### src/rtl/seg_scan_pkg.sv
// Shared types and constants for the seven-segment scanner: segment type,
// the blank pattern and the active-low hex decode table {g,f,e,d,c,b,a}.
package seg_scan_pkg;

  typedef logic [6:0] seg_t;

  localparam seg_t SEG_BLANK = 7'h7F;

  localparam seg_t HEX7SEG_LUT [16] = '{
    7'h40, 7'h79, 7'h24, 7'h30, 7'h19, 7'h12, 7'h02, 7'h78,
    7'h00, 7'h10, 7'h08, 7'h03, 7'h46, 7'h21, 7'h06, 7'h0E
  };

endpackage

### src/rtl/seg_scan_ctrl_hex7seg.sv
// Combinational hex nibble to active-low seven-segment decode.
module hex7seg
  import seg_scan_pkg::*;
(
  input  logic [3:0] nibble,
  output seg_t       seg
);

  assign seg = HEX7SEG_LUT[nibble];

endmodule

### src/rtl/seg_scan_ctrl.sv
// Multiplexed common-anode seven-segment scanner with prescaled one-cold ring,
// frame-coherent data snapshot and illegal-index recovery.
// Define SEG_SCAN_LZ_SUPPRESS_EN to blank leading-zero digits above the most
// significant nonzero nibble (digit 0 always shown).
module seg_scan_ctrl
  import seg_scan_pkg::*;
#(
  parameter  int NUM_DIGITS = 8,
  parameter  int PRESCALE   = 100000,
  localparam int IDX_W      = $clog2(NUM_DIGITS)
) (
  input  logic                    clk,
  input  logic                    rst_n,
  input  logic                    en,
  input  logic [4*NUM_DIGITS-1:0] data,
  input  logic [NUM_DIGITS-1:0]   dp_mask,
  input  logic [NUM_DIGITS-1:0]   blank_mask,
  output logic [NUM_DIGITS-1:0]   an_n,
  output logic [6:0]              seg_n,
  output logic                    dp_n,
  output logic [IDX_W-1:0]        digit_idx,
  output logic                    frame_start
);

  localparam int               PRE_W    = (PRESCALE > 1) ? $clog2(PRESCALE) : 1;
  localparam logic [PRE_W-1:0] PRE_LAST = PRE_W'(PRESCALE - 1);
  localparam logic [IDX_W-1:0] IDX_LAST = IDX_W'(NUM_DIGITS - 1);

  logic [PRE_W-1:0]        pre_cnt_q, pre_cnt_d;
  logic [IDX_W-1:0]        idx_q, idx_d;
  logic                    primed_q, primed_d;
  logic [4*NUM_DIGITS-1:0] snap_data_q, snap_data_d;
  logic [NUM_DIGITS-1:0]   snap_dp_q, snap_dp_d;
  logic [NUM_DIGITS-1:0]   snap_blank_q, snap_blank_d;
  logic [NUM_DIGITS-1:0]   an_n_q, an_n_d;
  seg_t                    seg_n_q, seg_n_d;
  logic                    dp_n_q, dp_n_d;
  logic                    frame_start_q, frame_start_d;

  logic       tick, wrap, capture;
  logic [3:0] nib_sel;
  logic       dp_sel, blank_sel, blank_eff;
  seg_t       seg_dec;

  // >= rather than == so an upset count above the terminal value self-clears.
  always_comb begin
    tick          = en && (pre_cnt_q >= PRE_LAST);
    wrap          = tick && (idx_q == IDX_LAST);
    capture       = en && (!primed_q || wrap);
    pre_cnt_d     = pre_cnt_q;
    idx_d         = idx_q;
    primed_d      = primed_q | en;
    frame_start_d = wrap;
    snap_data_d   = snap_data_q;
    snap_dp_d     = snap_dp_q;
    snap_blank_d  = snap_blank_q;
    if (en) begin
      pre_cnt_d = tick ? '0 : pre_cnt_q + 1'b1;
      if (idx_q > IDX_LAST) begin
        idx_d = '0;
      end else if (tick) begin
        idx_d = wrap ? '0 : idx_q + 1'b1;
      end
    end
    if (capture) begin
      snap_data_d  = data;
      snap_dp_d    = dp_mask;
      snap_blank_d = blank_mask;
    end
  end

`ifdef SEG_SCAN_LZ_SUPPRESS_EN
  logic [NUM_DIGITS-1:0] lz_mask;
  logic                  lz_seen;

  always_comb begin
    lz_mask = '0;
    lz_seen = 1'b0;
    for (int k = NUM_DIGITS - 1; k >= 1; k--) begin
      if (snap_data_d[4*k +: 4] != 4'h0) lz_seen = 1'b1;
      lz_mask[k] = ~lz_seen;
    end
  end
`endif

  always_comb begin
    nib_sel   = 4'h0;
    dp_sel    = 1'b0;
    blank_sel = 1'b0;
    for (int k = 0; k < NUM_DIGITS; k++) begin
      if (idx_d == IDX_W'(k)) begin
        nib_sel   = snap_data_d[4*k +: 4];
        dp_sel    = snap_dp_d[k];
`ifdef SEG_SCAN_LZ_SUPPRESS_EN
        blank_sel = snap_blank_d[k] | lz_mask[k];
`else
        blank_sel = snap_blank_d[k];
`endif
      end
    end
  end

  hex7seg u_hex7seg (
    .nibble (nib_sel),
    .seg    (seg_dec)
  );

  // Blanked digits keep their anode active; only segments and dp go dark.
  always_comb begin
    blank_eff = blank_sel;
    an_n_d    = '1;
    seg_n_d   = SEG_BLANK;
    dp_n_d    = 1'b1;
    if (en) begin
      an_n_d  = ~(NUM_DIGITS'(1) << idx_d);
      seg_n_d = blank_eff ? SEG_BLANK : seg_dec;
      dp_n_d  = blank_eff | ~dp_sel;
    end
  end

  always_ff @(posedge clk or negedge rst_n) begin
    if (!rst_n) begin
      pre_cnt_q     <= '0;
      idx_q         <= '0;
      primed_q      <= 1'b0;
      snap_data_q   <= '0;
      snap_dp_q     <= '0;
      snap_blank_q  <= '0;
      an_n_q        <= '1;
      seg_n_q       <= SEG_BLANK;
      dp_n_q        <= 1'b1;
      frame_start_q <= 1'b0;
    end else begin
      pre_cnt_q     <= pre_cnt_d;
      idx_q         <= idx_d;
      primed_q      <= primed_d;
      snap_data_q   <= snap_data_d;
      snap_dp_q     <= snap_dp_d;
      snap_blank_q  <= snap_blank_d;
      an_n_q        <= an_n_d;
      seg_n_q       <= seg_n_d;
      dp_n_q        <= dp_n_d;
      frame_start_q <= frame_start_d;
    end
  end

  assign an_n        = an_n_q;
  assign seg_n       = seg_n_q;
  assign dp_n        = dp_n_q;
  assign digit_idx   = idx_q;
  assign frame_start = frame_start_q;

endmodule
### config.mk
export PLATFORM = sky130hd
export DESIGN_NAME = seg_scan_ctrl
export DESIGN_NICKNAME = d
export VERILOG_FILES = /design/src/rtl/seg_scan_pkg.sv /design/src/rtl/seg_scan_ctrl_hex7seg.sv /design/src/rtl/seg_scan_ctrl.sv
export SDC_FILE = /design/constraint.sdc
export NUM_CORES = 1
export LEC_CHECK = 0
export ABC_CLOCK_PERIOD_IN_PS = 10800
export BUFFER_PORTS_ARGS = -buffer_cell sky130_fd_sc_hd__buf_2
export CORE_AREA = 8 8 104 106
export DETAILED_ROUTE_END_ITERATION = 6
export DIE_AREA = 0 0 112 114
export PLACE_DENSITY = 0.7
export SYNTH_ARGS = -nofsm -noshare
export SYNTH_HDL_FRONTEND = slang
export SYNTH_SLANG_ARGS = --single-unit
### constraint.sdc
create_clock -name clk -period 10.8 [get_ports clk]
set_clock_uncertainty 0.05 [all_clocks]
set_input_delay 2.7 -clock clk [delete_from_list [all_inputs] [get_ports clk]]
set_output_delay 2.7 -clock clk [all_outputs]
set_load 0.005 [all_outputs]
* Word level (Yosys, flattened, before mapping)
Memory sizes are Yosys's and may differ from the RTL's.
Cells that the tools add are included.
** Word-level totals
- Flip-flop bits (word level) :: 86
- Bits in latches :: 0
- Bits in writable memories :: 0
- Bits in read-only memories :: 112
- Logic and storage cells :: 74
- Memories kept :: 1
** Memories
- (name not given) :: depth 16, bits a word 7, rd ports 1, clocked after memory_dff 0, wr ports 0, RTL line seg_scan_ctrl_hex7seg.sv:9 : assign seg = HEX7SEG_LUT[nibble];
** Cells by class
- Add/subtract/negate cells :: 2
- Multipliers :: 0
- Div/mod/pow operators :: 0
- Order comparisons :: 3
- Eq/ne operators :: 8
- Shift operators :: 1
- Mux-type cells :: 38
- Bitwise gates (word level) :: 5
- Reduce and logical (&&, ||, !) cells :: 6
** Operator list (number)
- $mux 32 :: 1
- $mux 4 :: 8
- $mux 7 :: 4
- $mux 8 :: 3
- $add 17x1->17 const B :: 1
- $ge 17x17->1 const B :: 1
- $mux 1 :: 17
- $mux 17 :: 1
- $eq 3x3->1 const B :: 5
- $mux 3 :: 4
- $not 8->8 :: 1
- $shl 1x3->8 const A :: 1
- $eq 3x2->1 const B :: 2
- $ge 5x5->1 const B :: 1
- $not 4->5 :: 1
- $add 3x1->3 const B :: 1
- $eq 3x1->1 const B :: 1
- $gt 3x3->1 const B :: 1
- $logic_and 1x1->1 :: 3
- $logic_not 3->1 :: 1
- $or 1x1->1 :: 2
- $logic_not 1->1 :: 1
- $logic_or 1x1->1 :: 1
- $not 1->1 :: 1

* Depth between registers and ports, before layout
Gate-level depths: netlist of the first run.
- Word-level depth :: 22
- Mapped depth :: 17

* Hierarchy
A second synthesis of the first run with hierarchy kept.
** Second synthesis, totals
- Cell total of the unflattened synthesis :: 396
- Area, all modules :: 4431.8 um^2
** By module, submodules not included
- seg_scan_ctrl :: times used 1, cells an instance 363, area an instance 4157.7 um^2
- hex7seg :: times used 1, cells an instance 33, area an instance 274.0 um^2

* Least setup slack after synthesis of the first run
No wires, ideal clock.
- Path kind :: input port to flip-flop
- Start point :: input port en
- End point :: register seg_n_q[3] (netlist: seg_n[3])
- Setup time :: 0.101 ns
- Arrival :: 5.656 ns
- Path slack :: 4.993 ns
- Stages on the path :: 15
- Path buffers :: 3
- Path through :: inv_1 clkbuf_1 nor2_1 a31oi_4 buf_2 buf_2 mux2_2 nor2_1 o31a_1 o22ai_1 inv_1 ha_1 a211oi_1 a2111oi_0 a41oi_1
** Between the ends
- Elaborated cells on any way between the ends :: 40
- Classes of those cells :: eq/ne (7); mux (26); bitwise (1); reduce/logical (5); memory (1)
** RTL lines
- from (decl) :: RTL line seg_scan_ctrl.sv:14 : input logic en,
- $logic_and 1x1->1 :: RTL line seg_scan_ctrl.sv:47 : tick = en && (pre_cnt_q >= PRE_LAST);
- $logic_and 1x1->1 :: RTL line seg_scan_ctrl.sv:48 : wrap = tick && (idx_q == IDX_LAST);
- $logic_or 1x1->1 :: RTL line seg_scan_ctrl.sv:49 : capture = en && (!primed_q || wrap);
- $logic_and 1x1->1 (*) :: RTL line seg_scan_ctrl.sv:49
- $mux 32 (*) :: RTL line seg_scan_ctrl.sv:65 : if (capture) begin
- named net snap_data_d[25] :: RTL line seg_scan_ctrl.sv:32 : logic [4*NUM_DIGITS-1:0] snap_data_q, snap_data_d;
- $mux 4 (*) (2 in series) :: RTL line seg_scan_ctrl.sv:91 : if (idx_d == IDX_W'(k)) begin
- $not 4->5 (not written as such) (*) :: RTL line seg_scan_ctrl_hex7seg.sv:9
- $mem_v2 16x7 (*)
- $mux 7 (not written as such) (*) (2 in series) :: RTL line seg_scan_ctrl_hex7seg.sv:9
- $mux 7 (*) :: RTL line seg_scan_ctrl.sv:116 : seg_n_d = blank_eff ? SEG_BLANK : seg_dec;
- $mux 7 (*) :: RTL line seg_scan_ctrl.sv:114 : if (en) begin
- named net seg_n_d[3] :: RTL line seg_scan_ctrl.sv:36 : seg_t seg_n_q, seg_n_d;
- to (signal assigned) :: RTL line seg_scan_ctrl.sv:141 : seg_n_q <= seg_n_d;
- to (decl) :: RTL line seg_scan_ctrl.sv:36
Mark *: on every way through the listed nets, which the timed path passes. The rest lies on a longest branch. The select of a mux whose other input is x is not followed.
A chain may end at the register's enable or synchronous reset.

* Worst setup path in the final report of the first run
- Start point :: input port en
- End point :: register seg_n_q[3] (netlist: seg_n[3])
** Between the ends
- Longest elaborated chain between the ends :: 21
- Elaborated cells on any way between the ends :: 40
- Classes of those cells :: eq/ne (7); mux (26); bitwise (1); reduce/logical (5); memory (1)
** Ends and longest elaborated chain
- $logic_and 1x1->1 :: RTL line seg_scan_ctrl.sv:47
- $logic_and 1x1->1 :: RTL line seg_scan_ctrl.sv:48
- $mux 3 :: RTL line seg_scan_ctrl.sv:62 : idx_d = wrap ? '0 : idx_q + 1'b1;
- $mux 3 :: RTL line seg_scan_ctrl.sv:61 : end else if (tick) begin
- $mux 3 :: RTL line seg_scan_ctrl.sv:59 : if (idx_q > IDX_LAST) begin
- $mux 3 :: RTL line seg_scan_ctrl.sv:57 : if (en) begin
- $logic_not 3->1 :: RTL line seg_scan_ctrl.sv:91
- $mux 4 (8 in series) :: RTL line seg_scan_ctrl.sv:91
- $not 4->5 (not written as such) :: RTL line seg_scan_ctrl_hex7seg.sv:9
- $mem_v2 16x7
- $mux 7 (not written as such) (2 in series) :: RTL line seg_scan_ctrl_hex7seg.sv:9
- $mux 7 :: RTL line seg_scan_ctrl.sv:116
- $mux 7 (*) :: RTL line seg_scan_ctrl.sv:114
- named net seg_n_d[3] :: RTL line seg_scan_ctrl.sv:36
Marks and branches as above.

==> results of run 1 <==
==> path summary, 6_finish.rpt <==
| kind | start | to | slack, ps | cells past startpoint |
|---|---|---|---|---|
| min in group asynchronous | rst_n | pre_cnt_q[3]$_DFFE_PN0P_ | 2190 | 1 |
| worst max register to register | pre_cnt_q[14]$_DFFE_PN0P_ | seg_n[3]$_DFF_PN1_ | 5730 | 14 |
| worst min register to register | snap_data_q[30]$_DFF_PN0_ | snap_data_q[30]$_DFF_PN0_ | 420 | 2 |
| worst min-delay path | snap_data_q[30]$_DFF_PN0_ | snap_data_q[30]$_DFF_PN0_ | 420 | 2 |
| max in group asynchronous | rst_n | snap_data_q[21]$_DFF_PN0_ | 7480 | 2 |
| worst max-delay path | en | seg_n[3]$_DFF_PN1_ | 4410 | 14 |
==> flip-flops by register name, indices dropped and copies added (netlist names) <==
register      count
snap_blank_q      8
snap_data_q      32
dp_n              1
digit_idx         3
frame_start       1
primed_q          1
snap_dp_q         8
an_n              8
pre_cnt_q        17
seg_n             7
==> worst register-to-register path, delay by kind of cell, from the launching register on <==
kind / cells / cell delay, ps
and+or+nand+nor: 4 / 1940
adders and majority gates: 1 / 340
buffers and inverters: 2 / 530
DFF: 1 / 430
AOI/OAI and AO/OA: 7 / 1700
==> cell families after synthesis <==
| logic type | synth area share |
|---|---|
| simple gates | 0.171 |
| flops | 0.484 |
| compound gates | 0.146 |
| mux | 0.131 |
| buf+inv | 0.0337 |
| fa+ha+maj | 0.0251 |
| xor+xnor | 0.00975 |
==> cell type report <==
cell class                      instances  share of cell area
Clock buffer                            9              0.0244
Sequential cell                        86               0.428
Tap cell                              111              0.0274
Multi-Input combinational cell        310               0.427
Clock inverter                          7             0.00962
Timing Repair Buffer                   73              0.0740
Inverter                               12             0.00888
==> cells in the mapped netlist (4+ instances only) <==
cell type,instances
nor3_1,5
inv_1,10
and3_1,12
dfstp_2,16
or3_1,4
dfrtp_1,70
buf_1,4
nor2_1,21
a31oi_1,4
mux2i_1,17
nand3_1,21
o21ai_0,18
xor2_1,4
ha_1,9
nand2_1,76
and4_1,4
a21oi_1,14
clkbuf_1,10
buf_2,7
mux2_2,35
==> per-layer routing <==
metal / part of all wire / vias up / track usage
li1: - / 1667 / -
met1: 0.44 / 1696 / 0.212
met2: 0.49 / 70 / 0.280
met3: 0.051 / 12 / 0.0475
met4: 0.013 / 0 / 0.0540
met5: 0 / - / 0
==> stage by stage <==
step / power [mW] / worst slack, ps / util
floorplan: 0.471 / 4990 / -
global placement: 0.514 / 4240 / 0.538
detailed placement: 0.518 / 4040 / 0.538
CTS: 0.725 / 4420 / 0.557
global route: 0.759 / 4080 / 0.557
finish: 0.717 / 4410 / 0.557
==> where the power goes <==
part	switching [mW]	internal, mW	total [mW]	leakage (nW)
Clock	0.122	0.0843	0.206	0.0898
Sequential	0.0225	0.362	0.385	1.05
Combinational	0.0705	0.0554	0.126	1.23
Total	0.215	0.502	0.717	2.36
==> results.ini, run 1 <==
[outcome]
status = finished, final reports clean

[sta]
slew_headroom = 0.373
finalHoldViolCount = 0
rsz0062_at_grt = false
fin_setup_tns_ps = 0
timing.hold.ws_ps = 419
period_needed_ps = 6390
worst_slew_pin_slew_ps = 937
final-setup-viol-count = 0
period_share = 0.592
finalMaxSlewViolations = 0
fmax_ghz = 0.157

[clock_tree]
cts_tree = done
cts_buffers = 9
cts.repair.resized = 0
hold_buffers = 0
clk_pin_slew_worst_paths_ps = 90
clock-root-buffer = clkbuf_8
htree_num_levels = 3
clock_latency_ps = 370
ctsLongestPathBuffers = 2
cts_setup_buffers = 0
clock-sinks = 86

[setup_path]
cp_top_family = simple AND/OR/NAND/NOR gates
critPathMaxFanout = 31
cp.required_ps = 11020
crit_path_cell_trace = buf_2 -> inv_1 -> nor3_1 -> and2_1 -> nor2_1 -> inv_2 -> and2_1 -> o31a_1 -> o22ai_1 -> inv_1 -> ha_1 -> a211oi_1 -> a2111oi_0 -> a41oi_1
cp.arrival_ps = 6610
setup.worst_path.end_class = flip-flop
start_kind = input pin
cp_slowest_stage_delay_ps = 730
critical_path_class = input pin to flip-flop
critPathBufInv = 4
cp_slowest_cell = nor2_1

[floorplanning]
dieHeight_um = 114
die_area_um2 = 12800
std_cell_rows = 35
ios = 71
core_area_um2 = 9110
initial_core_util = 0.493
die_x_um = 112

[global_routing]
grt_max_degree = 56
grt_pass1_vias = 3475
grt_remaining_overflow = 0
grt_usage = 0.170
grt_pass1_wl_mm = 17.3
antenna_found_initial = 0

[yosys]
synth_cells = 431
yosys.area.top_type = dfrtp_1
ys_types = 67
synth_area_leaders = dfrtp_1 39%, dfstp_2 9.4%, mux2_2 8.8%, nand2_1 6.4%, mux2i_1 3.8%
netlist_area_um2 = 4490
syn_avg_cell_area_um2 = 10.4
ys_warn_count = 0
synth_edf_count = 0
async_flop_share = 1.00
synthFlopType = dfrtp_1
ys_ff_latch = 86
synth_fp_nets = 491
seq_area_frac_synth = 0.484
synthDominantCellAreaShare = 0.390

[final_layout]
layout.cells.non_filler = 608
final_cell_mix = 76 x nand2_1, 70 x dfrtp_1, 69 x buf_2
syn_to_final_growth_pct = 12.9
drive_above_1_share = 0.320
fin_area_um2 = 5070
final_common_cell = nand2_1
seqCellArea_um2 = 2170
fill_cells = 831
multi_input_area_um2 = 2170
fin_nets = 552
antenna_cells = 0

[routing]
vias = 3445
ant_nets = 0
vias_per_cell = 5.67
first_iter_violations = 128
drc = 0
dr.pass1.iters = 4
wl_per_cell_um = 17.1
wl_mm = 10.4

[placement]
place_hpwl_mm = 7.45
dp_cells = 592
place_congestion = 0.885
port_buffers = 70
dpl_cell_area_um2 = 4900

[power]
max-vdd-ir-drop_mv = 0.0646
cellPowerDensity_nw_per_um2 = 141
p_leak_nw = 2.36

[run]
drv_cap = 0

[hold_path]
worstHoldPathType = flip-flop to flip-flop

Power figures use the tool's default switching activity.
==> run 2: changes to the inputs <==
- ABC_CLOCK_PERIOD_IN_PS: 10800 -> 5500
- PLACE_DENSITY: 0.7 -> 0.73
- clock period: 10.8 -> 5.5 ns (I/O delays scaled with it)
==> results.ini, run 2 (synthesis gave the netlist of run 1 again) <==
[setup_path]
r2r-end = seg_n[0]$_DFF_PN1_
cp.required_ps = 5710  ; -5310 ps
critPathBufInv = 1  ; -3
start_kind = flip-flop
cp.arrival_ps = 4600  ; -2010 ps
cp_slowest_cell = a31oi_4
cp_top_family = compound AO/OA/AOI/OAI gates
reg2regPathDepth = 11  ; -3
crit-reg2reg-launch = pre_cnt_q[14]$_DFFE_PN0P_
crit_path_cell_trace = or4_4 -> a31oi_2 -> o2bb2ai_2 -> a31oi_4 -> buf_4 -> mux2_2 -> or3_1 -> a221oi_1 -> or2_1 -> xnor2_1 -> a211oi_1
setup.worst_path.end_class = flip-flop
rrSetupSlack_ps = 1110  ; -4620 ps
critPathMaxFanout = 19  ; -39%
critical_path_class = flip-flop to flip-flop
cp_slowest_stage_delay_ps = 600  ; -130 ps

[floorplanning]
std_cell_rows = 35  ; unchanged
initial_core_util = 0.493  ; unchanged
ios = 71  ; unchanged
core_area_um2 = 9110  ; unchanged
die_x_um = 112  ; unchanged
dieHeight_um = 114  ; unchanged
die_area_um2 = 12800  ; unchanged

[final_layout]
largest_reg_flops = 32  ; unchanged
final_cell_mix = 76 x nand2_1, 70 x dfrtp_1, 69 x buf_2
antenna_cells = 0  ; unchanged
seqCellArea_um2 = 2170  ; unchanged
reg_top3 = snap_data_q: 32 flops, pre_cnt_q: 17 flops
fill_cells = 832  ; +0.12%
final_common_cell = nand2_1
largest_register = snap_data_q
syn_to_final_growth_pct = 14.6
multi_input_area_um2 = 2170  ; unchanged
layout.cells.non_filler = 614  ; +0.99%
fin_nets = 558  ; +1.1%
drive_above_1_share = 0.328  ; +0.00811

[sta]
finalHoldViolCount = 0  ; unchanged
slew_headroom = 0.278  ; -0.0945
worst_slew_pin_slew_ps = 1080  ; +145 ps
fmax_ghz = 0.228
timing.hold.ws_ps = 425  ; +6.00 ps
rsz0062_at_grt = false
period_share = 0.799
final-setup-viol-count = 0  ; unchanged
period_needed_ps = 4390
setup_ws_ps = 1110  ; -3300 ps
finalMaxSlewViolations = 0  ; unchanged
fin_setup_tns_ps = 0  ; unchanged

[global_routing]
grt_pass1_vias = 3700  ; +6.5%
grt_max_degree = 87  ; +55%
grt_pass1_wl_mm = 17.9  ; +3.6%
grt_usage = 0.173  ; +0.00359
antenna_found_initial = 0  ; unchanged
grt_remaining_overflow = 0  ; unchanged

[clock_tree]
cts_buffers = 9  ; unchanged
cts_tree = done
ctsLongestPathBuffers = 2  ; unchanged
hold_buffers = 0  ; unchanged
htree_num_levels = 3  ; unchanged
clock-root-buffer = clkbuf_8
cts.repair.resized = 0  ; unchanged
clk_pin_slew_worst_paths_ps = 100  ; about the same
clock_latency_ps = 370  ; about the same
clock-sinks = 86  ; unchanged
cts_setup_buffers = 0  ; unchanged

[power]
p_comb_frac = 0.169  ; -0.007
finalPower_mw = 1.47  ; +100%
p_leak_nw = 2.40  ; +1.7%
max-vdd-ir-drop_mv = 0.154  ; +140%
p_int_mw = 1.04  ; +110%
cellPowerDensity_nw_per_um2 = 285  ; +100%
seq_power_share = 0.515  ; -0.021
p_sw_mw = 0.433  ; +100%
clkPwrFrac = 0.316  ; +0.028
netSwitchingFraction = 0.295  ; -0.00566

[routing]
first_iter_violations = 214  ; +67%
wl_per_cell_um = 17.5  ; +2.3%
vias_per_cell = 5.70  ; +0.60%
drc = 0  ; unchanged
vias = 3500  ; +1.6%
ant_nets = 0  ; unchanged
wl_mm = 10.8  ; +3.3%
dr.pass1.iters = 4  ; unchanged

[hold_path]
worstHoldPathType = flip-flop to flip-flop
worstHoldPathCells = 2  ; unchanged
hold_end = snap_dp_q[2]$_DFF_PN0_
worstHoldStart = snap_dp_q[2]$_DFF_PN0_

[placement]
place_ws_ps = 837  ; -3200 ps
dp_cells = 598  ; +1.0%
port_buffers = 70  ; unchanged
place_congestion = 0.847  ; -4.3%
place_hpwl_mm = 7.64  ; +2.6%

[outcome]
status = finished, final reports clean

[run]
drv_cap = 0  ; unchanged

==> run 2: cell type report <==
cell class / instances / area share
sequential: 86 / 0.422
multi-input combinational: 310 / 0.421
timing repair buffer: 79 / 0.0817
tap: 111 / 0.0270
clock buffer: 9 / 0.0241
clock inverter: 7 / 0.0156
inverter: 12 / 0.00875
==> run 2: tightest hold or removal path: cells and delay by family, from the launching register on <==
family | cells | cell delay (ps)
DFF | 1 | 330
and+or+nand+nor | 2 | 110
==> run 2: stage by stage <==
step / instance area [um^2] / util
after CTS: 5150 / 0.565
after global placement: 4940 / 0.543
after global routing: 5150 / 0.565
after detailed placement: 4940 / 0.543
after floorplan: 4490 / -
final: 5150 / 0.565
==> run 2: per-layer routing <==
| metal | global-route usage | up-vias | part of all wire |
|---|---|---|---|
| met3 | 0.0370 | 12 | 0.042 |
| met5 | 0 | - | 0 |
| li1 | - | 1671 | - |
| met2 | 0.294 | 98 | 0.49 |
| met1 | 0.216 | 1719 | 0.46 |
| met4 | 0.0567 | 0 | 0.012 |
==> run 2: power by group through the flow <==
stage | clock (mW) | sequential (mW) | combinational, mW
4_1_cts | 0.473 | 0.756 | 0.250
2_1_floorplan | 0 | 0.755 | 0.170
5_1_grt | 0.497 | 0.766 | 0.282
3_3_place_gp | 0 | 0.764 | 0.240
6_report | 0.464 | 0.757 | 0.248
3_5_place_dp | 0 | 0.767 | 0.249
==> run 2: worst max-delay path by stage <==
stage,to,slack [ps],startpoint,cells after the start
after global routing,seg_n[3]$_DFF_PN1_,750,pre_cnt_q[0]$_DFFE_PN0P_,15
after global placement,seg_n[4]$_DFF_PN1_,930,en,11
after detailed placement,seg_n[0]$_DFF_PN1_,840,en,11
after floorplan,seg_n[3]$_DFF_PN1_,1020,en,15
final,seg_n[0]$_DFF_PN1_,1110,pre_cnt_q[14]$_DFFE_PN0P_,11
after CTS,seg_n[4]$_DFF_PN1_,1130,pre_cnt_q[14]$_DFFE_PN0P_,11
==> run 3: changes to the inputs <==
- ABC_CLOCK_PERIOD_IN_PS: 5500 -> 3800
- clock period: 5.5 -> 3.8 ns (I/O delays scaled with it)
==> results.ini, run 3 (synthesis gave the netlist of run 1 again) <==
[sta]
finalMaxSlewViolations = 0  ; unchanged
period_needed_ps = 3680  ; -710 ps
fmax_ghz = 0.272  ; +19%
setup_ws_ps = 117  ; -990 ps
worst_slew_pin_slew_ps = 1090  ; +5.39 ps
fin_setup_tns_ps = 0  ; unchanged
final-setup-viol-count = 0  ; unchanged
period_share = 0.969  ; +0.171
slew_headroom = 0.275  ; -0.00359
finalHoldViolCount = 0  ; unchanged

[routing]
wl_mm = 11.1  ; +3.2%
wl_per_cell_um = 17.4  ; -0.63%
ant_nets = 0  ; unchanged
vias = 3558  ; +1.7%
vias_per_cell = 5.58  ; -2.2%
dr.pass1.iters = 4  ; unchanged
drc = 0  ; unchanged
first_iter_violations = 164  ; -23%

[floorplanning]
die_x_um = 112  ; unchanged
die_area_um2 = 12800  ; unchanged
dieHeight_um = 114  ; unchanged
std_cell_rows = 35  ; unchanged
core_area_um2 = 9110  ; unchanged
ios = 71  ; unchanged
initial_core_util = 0.493  ; unchanged

[setup_path]
cp_top_family = compound AO/OA/AOI/OAI gates
critPathMaxFanout = 24  ; +5
critical_path_class = flip-flop to flip-flop
cp.arrival_ps = 3910  ; -690 ps
cp.depth = 15  ; +4
cp_slowest_stage_delay_ps = 570  ; -30 ps
start_kind = flip-flop
cp_slowest_cell = or4_4
setup.worst_path.end_class = flip-flop
critPathBufInv = 3  ; +2
cp.required_ps = 4030  ; -1680 ps
reg2regPathDepth = 15  ; +4
crit_path_cell_trace = or4_4 -> nor4_4 -> buf_4 -> o2bb2ai_4 -> a31oi_4 -> buf_12 -> mux2_2 -> nor2_1 -> o31a_1 -> o22ai_2 -> inv_1 -> ha_4 -> a211oi_2 -> a2111oi_2 -> a41oi_1

[clock_tree]
clock-sinks = 86  ; unchanged
clk_pin_slew_worst_paths_ps = 100  ; about the same
cts_tree = done
hold_buffers = 0  ; unchanged
clock-root-buffer = clkbuf_8
clock_latency_ps = 360  ; about the same
ctsLongestPathBuffers = 2  ; unchanged
htree_num_levels = 3  ; unchanged
cts_buffers = 9  ; unchanged

[final_layout]
largest_reg_flops = 32  ; unchanged
antenna_cells = 0  ; unchanged
final_cell_mix = 76 x nand2_1, 70 x dfrtp_1, 69 x buf_2
final_common_cell = nand2_1
fin_nets = 582  ; +4.3%
drive_above_1_share = 0.383  ; +0.0553
post-route-util = 0.599  ; +0.0339
syn_to_final_growth_pct = 21.5
reg_top3 = snap_data_q: 32 flops, pre_cnt_q: 17 flops
layout.cells.non_filler = 638  ; +3.9%
largest_register = snap_data_q

[global_routing]
grt_remaining_overflow = 0  ; unchanged
grt_max_degree = 87  ; unchanged
grt_usage = 0.180  ; +0.00683
antenna_found_initial = 0  ; unchanged
grt_pass1_wl_mm = 18.5  ; +3.3%
grt_pass1_vias = 3787  ; +2.4%

[placement]
place_congestion = 0.909  ; +7.2%
dp_cells = 617  ; +3.2%
place_hpwl_mm = 8.12  ; +6.3%
place_ws_ps = 61.1  ; -775 ps
port_buffers = 70  ; unchanged

[power]
cellPowerDensity_nw_per_um2 = 384  ; +35%
p_leak_nw = 2.54  ; +5.8%
max-vdd-ir-drop_mv = 0.201  ; +30%

[outcome]
status = finished, final reports clean

[run]
drv_cap = 0  ; unchanged

[hold_path]
worstHoldPathType = flip-flop to flip-flop
worstHoldPathCells = 2  ; unchanged

==> run 3: cell types whose count changed in the layout (fill, tap and decap cells not counted), sizes merged <==
cell    before  now
buf         79  103
bufinv       1    0
inv         15   16
==> run 3: cell type report <==
cell class	instances	area, um^2
flip-flops and latches	86	2170
inverters	12	47.5
repair buffers	103	663
clock inverters	7	52.6
clock buffers	9	124
multi-input cells	310	2260
fillers	774	3650
well taps	111	139
==> run 3: tightest hold or removal path: stages (launching register included) <==
cell	delay, ps
dfrtp_1	340
nand2_1	40
nand2_1	60
==> run 3: through the flow <==
stage          hold WS, ps  power, mW  area, um^2
6_report               425       2.10        5460
5_1_grt                443       2.22        5460
4_1_cts                425       2.09        5330
3_5_place_dp           402       1.49        5150
3_3_place_gp           396       1.48        5150
2_1_floorplan          382       1.34        4520
==> run 3: power by group <==
part / switching [mW] / internal [mW] / total (mW)
clock network: 0.353 / 0.245 / 0.597
logic: 0.221 / 0.180 / 0.402
registers: 0.0669 / 1.03 / 1.10
total: 0.641 / 1.45 / 2.10
==> run 3: worst paths after layout <==
kind                       slack [ps]                 startpoint                        to
min in group asynchronous         680                      rst_n  pre_cnt_q[6]$_DFFE_PN0P_
max in group asynchronous        2260                      rst_n  pre_cnt_q[9]$_DFFE_PN0P_
setup / recovery                  120  pre_cnt_q[12]$_DFFE_PN0P_        seg_n[3]$_DFF_PN1_
setup reg to reg                  120  pre_cnt_q[12]$_DFFE_PN0P_        seg_n[3]$_DFF_PN1_
hold reg to reg                   430     snap_dp_q[2]$_DFF_PN0_    snap_dp_q[2]$_DFF_PN0_
hold / removal                    430     snap_dp_q[2]$_DFF_PN0_    snap_dp_q[2]$_DFF_PN0_
==> run 3: timing repair <==
action / in CTS / in global routing
endpoints found under the setup margin: 0 / 8
buffers inserted: 0 / 5
gates resized for setup: 0 / 16
==> run 3: layer usage <==
layer	vias up	track usage	routed length (um)
met5	-	0	0
met4	0	0.0495	188
met3	15	0.0571	584
met2	88	0.303	5570
met1	1732	0.218	4780
li1	1723	-	-
